--- src/rtl/sad_load_ctrl.sv ---
// sad_load_ctrl
// Sequences one motion-search pass: loads the reference block once into its
// serial buffer, then for each of CAND_NUM candidate blocks clears and loads
// the candidate buffer, kicks the SAD unit and keeps the lowest SAD result
// together with the index of the candidate that produced it.
//
// Ports
//   clk, rst            clock (rising edge), asynchronous active-low reset
//   start, abort        search request pulse / cancel a running search
//   ref_addr            reference block base address
//   cand_addr           first candidate base address
//   cand_stride         address step between candidates
//   mem_rd_en, mem_addr memory read strobe and address
//   mem_rd_data         read data, valid one cycle after mem_rd_en
//   buf_data            pixel forwarded to the serial buffers
//   ref_wr_en/cand_wr_en   buffer write strobes
//   ref_buf_rst/cand_buf_rst  buffer clear pulses (active high)
//   ref_buf_full/cand_buf_full buffer full flags
//   sad_start, sad_done, sad_value   SAD unit handshake and result
//   busy, done          search in progress / one-cycle completion pulse
//   best_sad, best_idx  minimum SAD and its candidate index
//
// state     | meaning
// ----------+---------------------------------------------------------
// IDLE      | waiting for start
// CLR_REF   | clear both buffers (once per search)
// LOAD_REF  | stream BUF_SIZE reference pixels from memory
// WAIT_REF  | wait for the reference buffer to report full
// CLR_CAND  | clear the candidate buffer
// LOAD_CAND | stream BUF_SIZE candidate pixels from memory
// WAIT_CAND | wait for the candidate buffer to report full
// SAD_GO    | pulse sad_start
// WAIT_SAD  | wait for sad_done, capture sad_value
// UPDATE    | compare against best, step to next candidate or finish
// FIN       | pulse done
module sad_load_ctrl #(
   parameter int WIDTH    = 8,
   parameter int BUF_SIZE = 80,
   parameter int CAND_NUM = 16,
   parameter int ADDR_W   = 12,
   parameter int SAD_W    = 16,
   localparam int IDX_W   = (CAND_NUM > 1) ? $clog2(CAND_NUM) : 1
) (
   input  logic              clk,
   input  logic              rst,
   input  logic              start,
   input  logic              abort,
   input  logic [ADDR_W-1:0] ref_addr,
   input  logic [ADDR_W-1:0] cand_addr,
   input  logic [ADDR_W-1:0] cand_stride,
   output logic              mem_rd_en,
   output logic [ADDR_W-1:0] mem_addr,
   input  logic [WIDTH-1:0]  mem_rd_data,
   output logic [WIDTH-1:0]  buf_data,
   output logic              ref_wr_en,
   output logic              cand_wr_en,
   output logic              ref_buf_rst,
   output logic              cand_buf_rst,
   input  logic              ref_buf_full,
   input  logic              cand_buf_full,
   output logic              sad_start,
   input  logic              sad_done,
   input  logic [SAD_W-1:0]  sad_value,
   output logic              busy,
   output logic              done,
   output logic [SAD_W-1:0]  best_sad,
   output logic [IDX_W-1:0]  best_idx
);

   localparam int CNT_W = (BUF_SIZE > 1) ? $clog2(BUF_SIZE) : 1;
   localparam logic [CNT_W-1:0] LOAD_LAST = CNT_W'(BUF_SIZE - 1);
   localparam logic [IDX_W-1:0] K_LAST    = IDX_W'(CAND_NUM - 1);

   typedef enum logic [3:0] {
      IDLE, CLR_REF, LOAD_REF, WAIT_REF, CLR_CAND, LOAD_CAND,
      WAIT_CAND, SAD_GO, WAIT_SAD, UPDATE, FIN
   } state_t;

   state_t            state, state_nxt;
   logic [ADDR_W-1:0] ref_base, cand_base, stride, rd_addr;
   logic [CNT_W-1:0]  rd_left;
   logic [IDX_W-1:0]  k;
   logic [SAD_W-1:0]  sad_q;
   logic              wr_pend, wr_ref;
   logic              kill;

   // abort only matters while a search is running; it silences every strobe
   // in the cycle it is seen and freezes the datapath registers.
   assign kill     = abort && (state != IDLE);
   assign busy     = (state != IDLE);
   assign mem_addr = rd_addr;
   assign buf_data = mem_rd_data;

   // Writes trail reads by one cycle to line up with the memory latency.
   assign ref_wr_en  = wr_pend &&  wr_ref && !kill;
   assign cand_wr_en = wr_pend && !wr_ref && !kill;

   always_ff @(posedge clk or negedge rst) begin
      if (!rst) state <= IDLE;
      else      state <= state_nxt;
   end

   always_comb begin
      state_nxt    = state;
      mem_rd_en    = 1'b0;
      ref_buf_rst  = 1'b0;
      cand_buf_rst = 1'b0;
      sad_start    = 1'b0;
      done         = 1'b0;
      case (state)
         IDLE:      if (start) state_nxt = CLR_REF;
         CLR_REF: begin
            ref_buf_rst  = 1'b1;
            cand_buf_rst = 1'b1;
            state_nxt    = LOAD_REF;
         end
         LOAD_REF: begin
            mem_rd_en = 1'b1;
            if (rd_left == '0) state_nxt = WAIT_REF;
         end
         WAIT_REF:  if (ref_buf_full) state_nxt = CLR_CAND;
         CLR_CAND: begin
            cand_buf_rst = 1'b1;
            state_nxt    = LOAD_CAND;
         end
         LOAD_CAND: begin
            mem_rd_en = 1'b1;
            if (rd_left == '0) state_nxt = WAIT_CAND;
         end
         WAIT_CAND: if (cand_buf_full) state_nxt = SAD_GO;
         SAD_GO: begin
            sad_start = 1'b1;
            state_nxt = WAIT_SAD;
         end
         WAIT_SAD:  if (sad_done) state_nxt = UPDATE;
         UPDATE:    state_nxt = (k == K_LAST) ? FIN : CLR_CAND;
         FIN: begin
            done      = 1'b1;
            state_nxt = IDLE;
         end
         default:   state_nxt = IDLE;
      endcase
      if (kill) begin
         state_nxt    = IDLE;
         mem_rd_en    = 1'b0;
         ref_buf_rst  = 1'b0;
         cand_buf_rst = 1'b0;
         sad_start    = 1'b0;
         done         = 1'b0;
      end
   end

   always_ff @(posedge clk or negedge rst) begin
      if (!rst) begin
         ref_base  <= '0;
         cand_base <= '0;
         stride    <= '0;
         rd_addr   <= '0;
         rd_left   <= '0;
         k         <= '0;
         sad_q     <= '0;
         best_sad  <= '1;
         best_idx  <= '0;
         wr_pend   <= 1'b0;
         wr_ref    <= 1'b0;
      end else begin
         wr_pend <= mem_rd_en;
         wr_ref  <= (state == LOAD_REF);
         if (!kill) begin
            case (state)
               IDLE: if (start) begin
                  ref_base  <= ref_addr;
                  cand_base <= cand_addr;
                  stride    <= cand_stride;
                  best_sad  <= '1;
                  best_idx  <= '0;
                  k         <= '0;
               end
               CLR_REF: begin
                  rd_addr <= ref_base;
                  rd_left <= LOAD_LAST;
               end
               CLR_CAND: begin
                  rd_addr <= cand_base;
                  rd_left <= LOAD_LAST;
               end
               LOAD_REF, LOAD_CAND: begin
                  rd_addr <= rd_addr + 1'b1;
                  rd_left <= rd_left - 1'b1;
               end
               WAIT_SAD: if (sad_done) sad_q <= sad_value;
               UPDATE: begin
                  // strict compare: on a tie the earlier candidate stays
                  if (sad_q < best_sad) begin
                     best_sad <= sad_q;
                     best_idx <= k;
                  end
                  if (k != K_LAST) begin
                     k         <= k + 1'b1;
                     cand_base <= cand_base + stride;
                  end
               end
               default: ;
            endcase
         end
      end
   end

endmodule

--- config.mk ---
export PLATFORM = sky130hd
export DESIGN_NAME = sad_load_ctrl
export DESIGN_NICKNAME = d
export VERILOG_FILES = /design/src/rtl/sad_load_ctrl.sv
export SDC_FILE = /design/constraint.sdc
export NUM_CORES = 1
export LEC_CHECK = 0
export ABC_AREA = 1
export BUFFER_PORTS_ARGS = -buffer_cell sky130_fd_sc_hd__clkbuf_2
export CAP_MARGIN = 20
export CORE_UTILIZATION = 45
export DETAILED_ROUTE_END_ITERATION = 8
export PLACE_DENSITY_LB_ADDON = 0.3
export SETUP_SLACK_MARGIN = 0.3
export SLEW_MARGIN = 10
export SYNTH_ARGS = -nofsm -noshare
export SYNTH_HDL_FRONTEND = slang
export SYNTH_SLANG_ARGS = --single-unit
--- constraint.sdc ---
create_clock -name clk -period 3.23 [get_ports clk]
set_input_delay 0.323 -clock clk [delete_from_list [all_inputs] [get_ports clk]]
set_output_delay 0.323 -clock clk [all_outputs]
set_load 0.005 [all_outputs]
==> metrics.md <==
| Metric | Value |
|---|---|
| Status | `completed` |
| Post-cts resize count | `0` |
| Antenna violations before repair | `0` |
| RSZ-0062 raised after global routing | `false` |
| Skew final | `0.00998 ns` |
| Share of the synthesized area in the top cell type | `36.3%` |
| Cell count after placement | `974` |
| Leakage dissipation | `3.54 nW` |
| Post-route antenna net violation count | `0` |
| Worst setup SP type | `flip-flop` |
| Post-Syn Instances | `728` |
| Port bufs | `98` |
| Ant diodes | `0` |
| CTS Hold Bufs | `0` |
| Synthesized flop and latch total | `101` |
| Internal Power | `3.82 mW` |
| Die Span Y | `116 um` |
| Pwr dens | `1000 nW/um2` |
| Clk slew on worst S/H paths | `0.07 ns` |
| Clock root buffer | `clkbuf_16` |
| Area grow syn2layout | `15.3%` |
| Post-synth top area cell | `dfrtp_1` |
| Core area | `12700 um2` |
| Yosys warns | `0` |
| CP Class | `flip-flop to flip-flop` |
| Post-Layout Cell Count | `990` |
| Post-CTS Repair Setup Buffers | `0` |
| Detailed-route DRC error count | `0` |
| Cell variety after synth | `38` |
| 1st-iter DRT viols | `319` |
| Maximum VDD drop | `0.000545 V` |
| Crit-path max FO | `20` |
| Drt via density | `5.08` |
| CTS Buf Count | `9` |
| Dpl hpwl | `9680 um` |
| Vias in the first global route | `4566` |
| Clock buffer depth | `2` |
| F_max | `435 MHz` |
| Setup TNS | `0 ns` |
| Largest net degree at the start of global routing | `55` |
| Latest clock arrival within the worst-skew pair | `0.36 ns` |
| Fraction of layout cells with a size suffix above 1 | `24.4%` |
| Routability-driven placement congestion ratio | `0.907` |
| Commonest non-fill, non-tap cell in the layout | `nand2_1` |
| Fin nets | `911` |
| Seq/Total Area, Yosys | `43.4%` |
| Crit path time final | `2.30 ns` |
| CTS tree | `built` |
| Critical Path AT | `2.60 ns` |
| Gr usage total | `21.1%` |
| Dominant cells by area after synthesis | `dfrtp_1 36%, nand2_1 12%, dfstp_2 7.2%` |
| Hold crit path type | `primary input to asynchronous set/reset pin` |
| Synth Net Count | `826` |
| First-pass GRT wire length | `21900 um` |
| Final max-slew violation count | `0` |
| Drt pass-1 iters | `5` |
| Clock network fraction of total power | `16.7%` |
| Total die area | `13500 um2` |
| CP Capture Type | `flip-flop` |
| Crit share post-route | `71.2%` |
| Sequential power share | `34.4%` |
| Req. time, crit path | `3.53 ns` |
| Avg Cell Area, Syn | `8.06 um2` |
| Combinational share of power | `48.9%` |
| Top_reg_cell synth | `dfrtp_1` |
| Max_cap viols | `0` |
| Slew @ Worst Pin | `0.834 ns` |
| Starting Density | `46.3%` |
| Top Ports | `115` |
| Vias | `5032` |
| Clock Sinks | `101` |
| Synthesized area | `5870 um2` |
| WL/cell | `13.3 um` |
| Design Power | `6.76 mW` |
| Site Rows | `41` |
| GRT overflow | `0` |
| Final setup viols | `0` |
| Total routed wirelength | `13200 um` |
| Die width | `116 um` |
| Ys async rst share | `100%` |
| Final hold vios | `0` |
| Most frequent cells in the layout | `181 x nand2_1, 97 x clkbuf_2, 85 x dfrtp_1` |
| Post-synth EDFFs | `0` |
| Net switching power | `2.94 mW` |
| Sw frac | `43.5%` |
| H-Tree Depth | `3` |
| Slew headroom | `44.2%` |
## sequential cells by signal (all words and copies together), names as in the netlist
signal     cells
best_idx       4
best_sad      16
cand_base     12
k              4
mem_addr      12
rd_left        7
ref_base      12
sad_q         16
state          4
stride        12
wr_pend        1
wr_ref         1
## metrics by stage
stage | area (um2) | util, % | worst slack [ns] | hold WS (ns)
after floorplan | 5870 | - | 1.50 | 0.0274
after global placement | 6460 | 51.0 | 0.954 | 0.424
after detailed placement | 6460 | 51.0 | 0.940 | 0.422
after CTS | 6770 | 53.4 | 0.912 | 0.0330
after global routing | 6770 | 53.4 | 0.650 | 0.0649
final | 6770 | 53.4 | 0.932 | 0.00374
## power by group through the flow
stage          logic [mW]  registers [mW]  clock network (mW)
2_1_floorplan        2.58            2.20                   0
3_3_place_gp         3.25            2.33                   0
3_5_place_dp         3.30            2.34                   0
4_1_cts              3.33            2.32                1.16
5_1_grt              3.84            2.40                1.21
6_report             3.31            2.33                1.13
## path summary, 6_finish.rpt
kind	slack, ns	endpoint	start	depth (start not counted)
min reg2reg	0.50	best_sad[6]	best_sad[6]	2
max reg2reg	0.93	best_idx[3]	best_sad[5]	11
max in group asynchronous	2.46	best_sad[3]	rst	2
min	0.004	rd_left[5]	rst	1
max	0.93	best_idx[3]	best_sad[5]	11
min in group clk	0.19	sad_q[13]	sad_value[13]	2
## logic make-up after synthesis
logic type | synth area share (%)
AO/OA/AOI/OAI | 9.30
XOR/XNOR | 0.747
adder cells (fa/ha/maj) | 6.74
buffers and inverters | 8.15
flip-flops | 43.4
multiplexers | 6.53
AND/OR/NAND/NOR | 25.1
## synth_stat cells (all sizes together) (9+ instances only)
library cell  number
mux2              34
buf               25
nor3               9
inv               78
dfstp             16
a22oi             10
o21ai             26
a21oi             39
ha                30
nand3             51
a31oi             12
dfrtp             85
nor2              83
or2               14
nand2            188
## layout make-up
cell class	instances	area, um2
clock inverters	7	80.1
flip-flops and latches	101	2550
clock buffers	9	225
inverters	79	297
well taps	172	215
multi-input cells	517	2840
repair buffers	105	558
fillers	1221	5910
## routing by layer
| metal | vias up | global-route usage, % | part of all wire (%) |
|---|---|---|---|
| met5 | - | 0 | 0 |
| met4 | 0 | 5.90 | 1.1 |
| met3 | 16 | 4.77 | 5.1 |
| met2 | 127 | 33.3 | 46 |
| met1 | 2361 | 29.1 | 48 |
| li1 | 2528 | - | - |
## worst max-delay path: stages (launching register included)
cell and delay (ns):
dfstp_2 0.55, inv_1 0.05, ha_1 0.30, a21oi_1 0.17
nor2_1 0.06, nor3_1 0.12, nand2_1 0.10, nand2_1 0.09
nand2_2 0.05, nand2_1 0.51, nand2_1 0.13, nand2_1 0.08
Power figures use the tool's default switching activity.
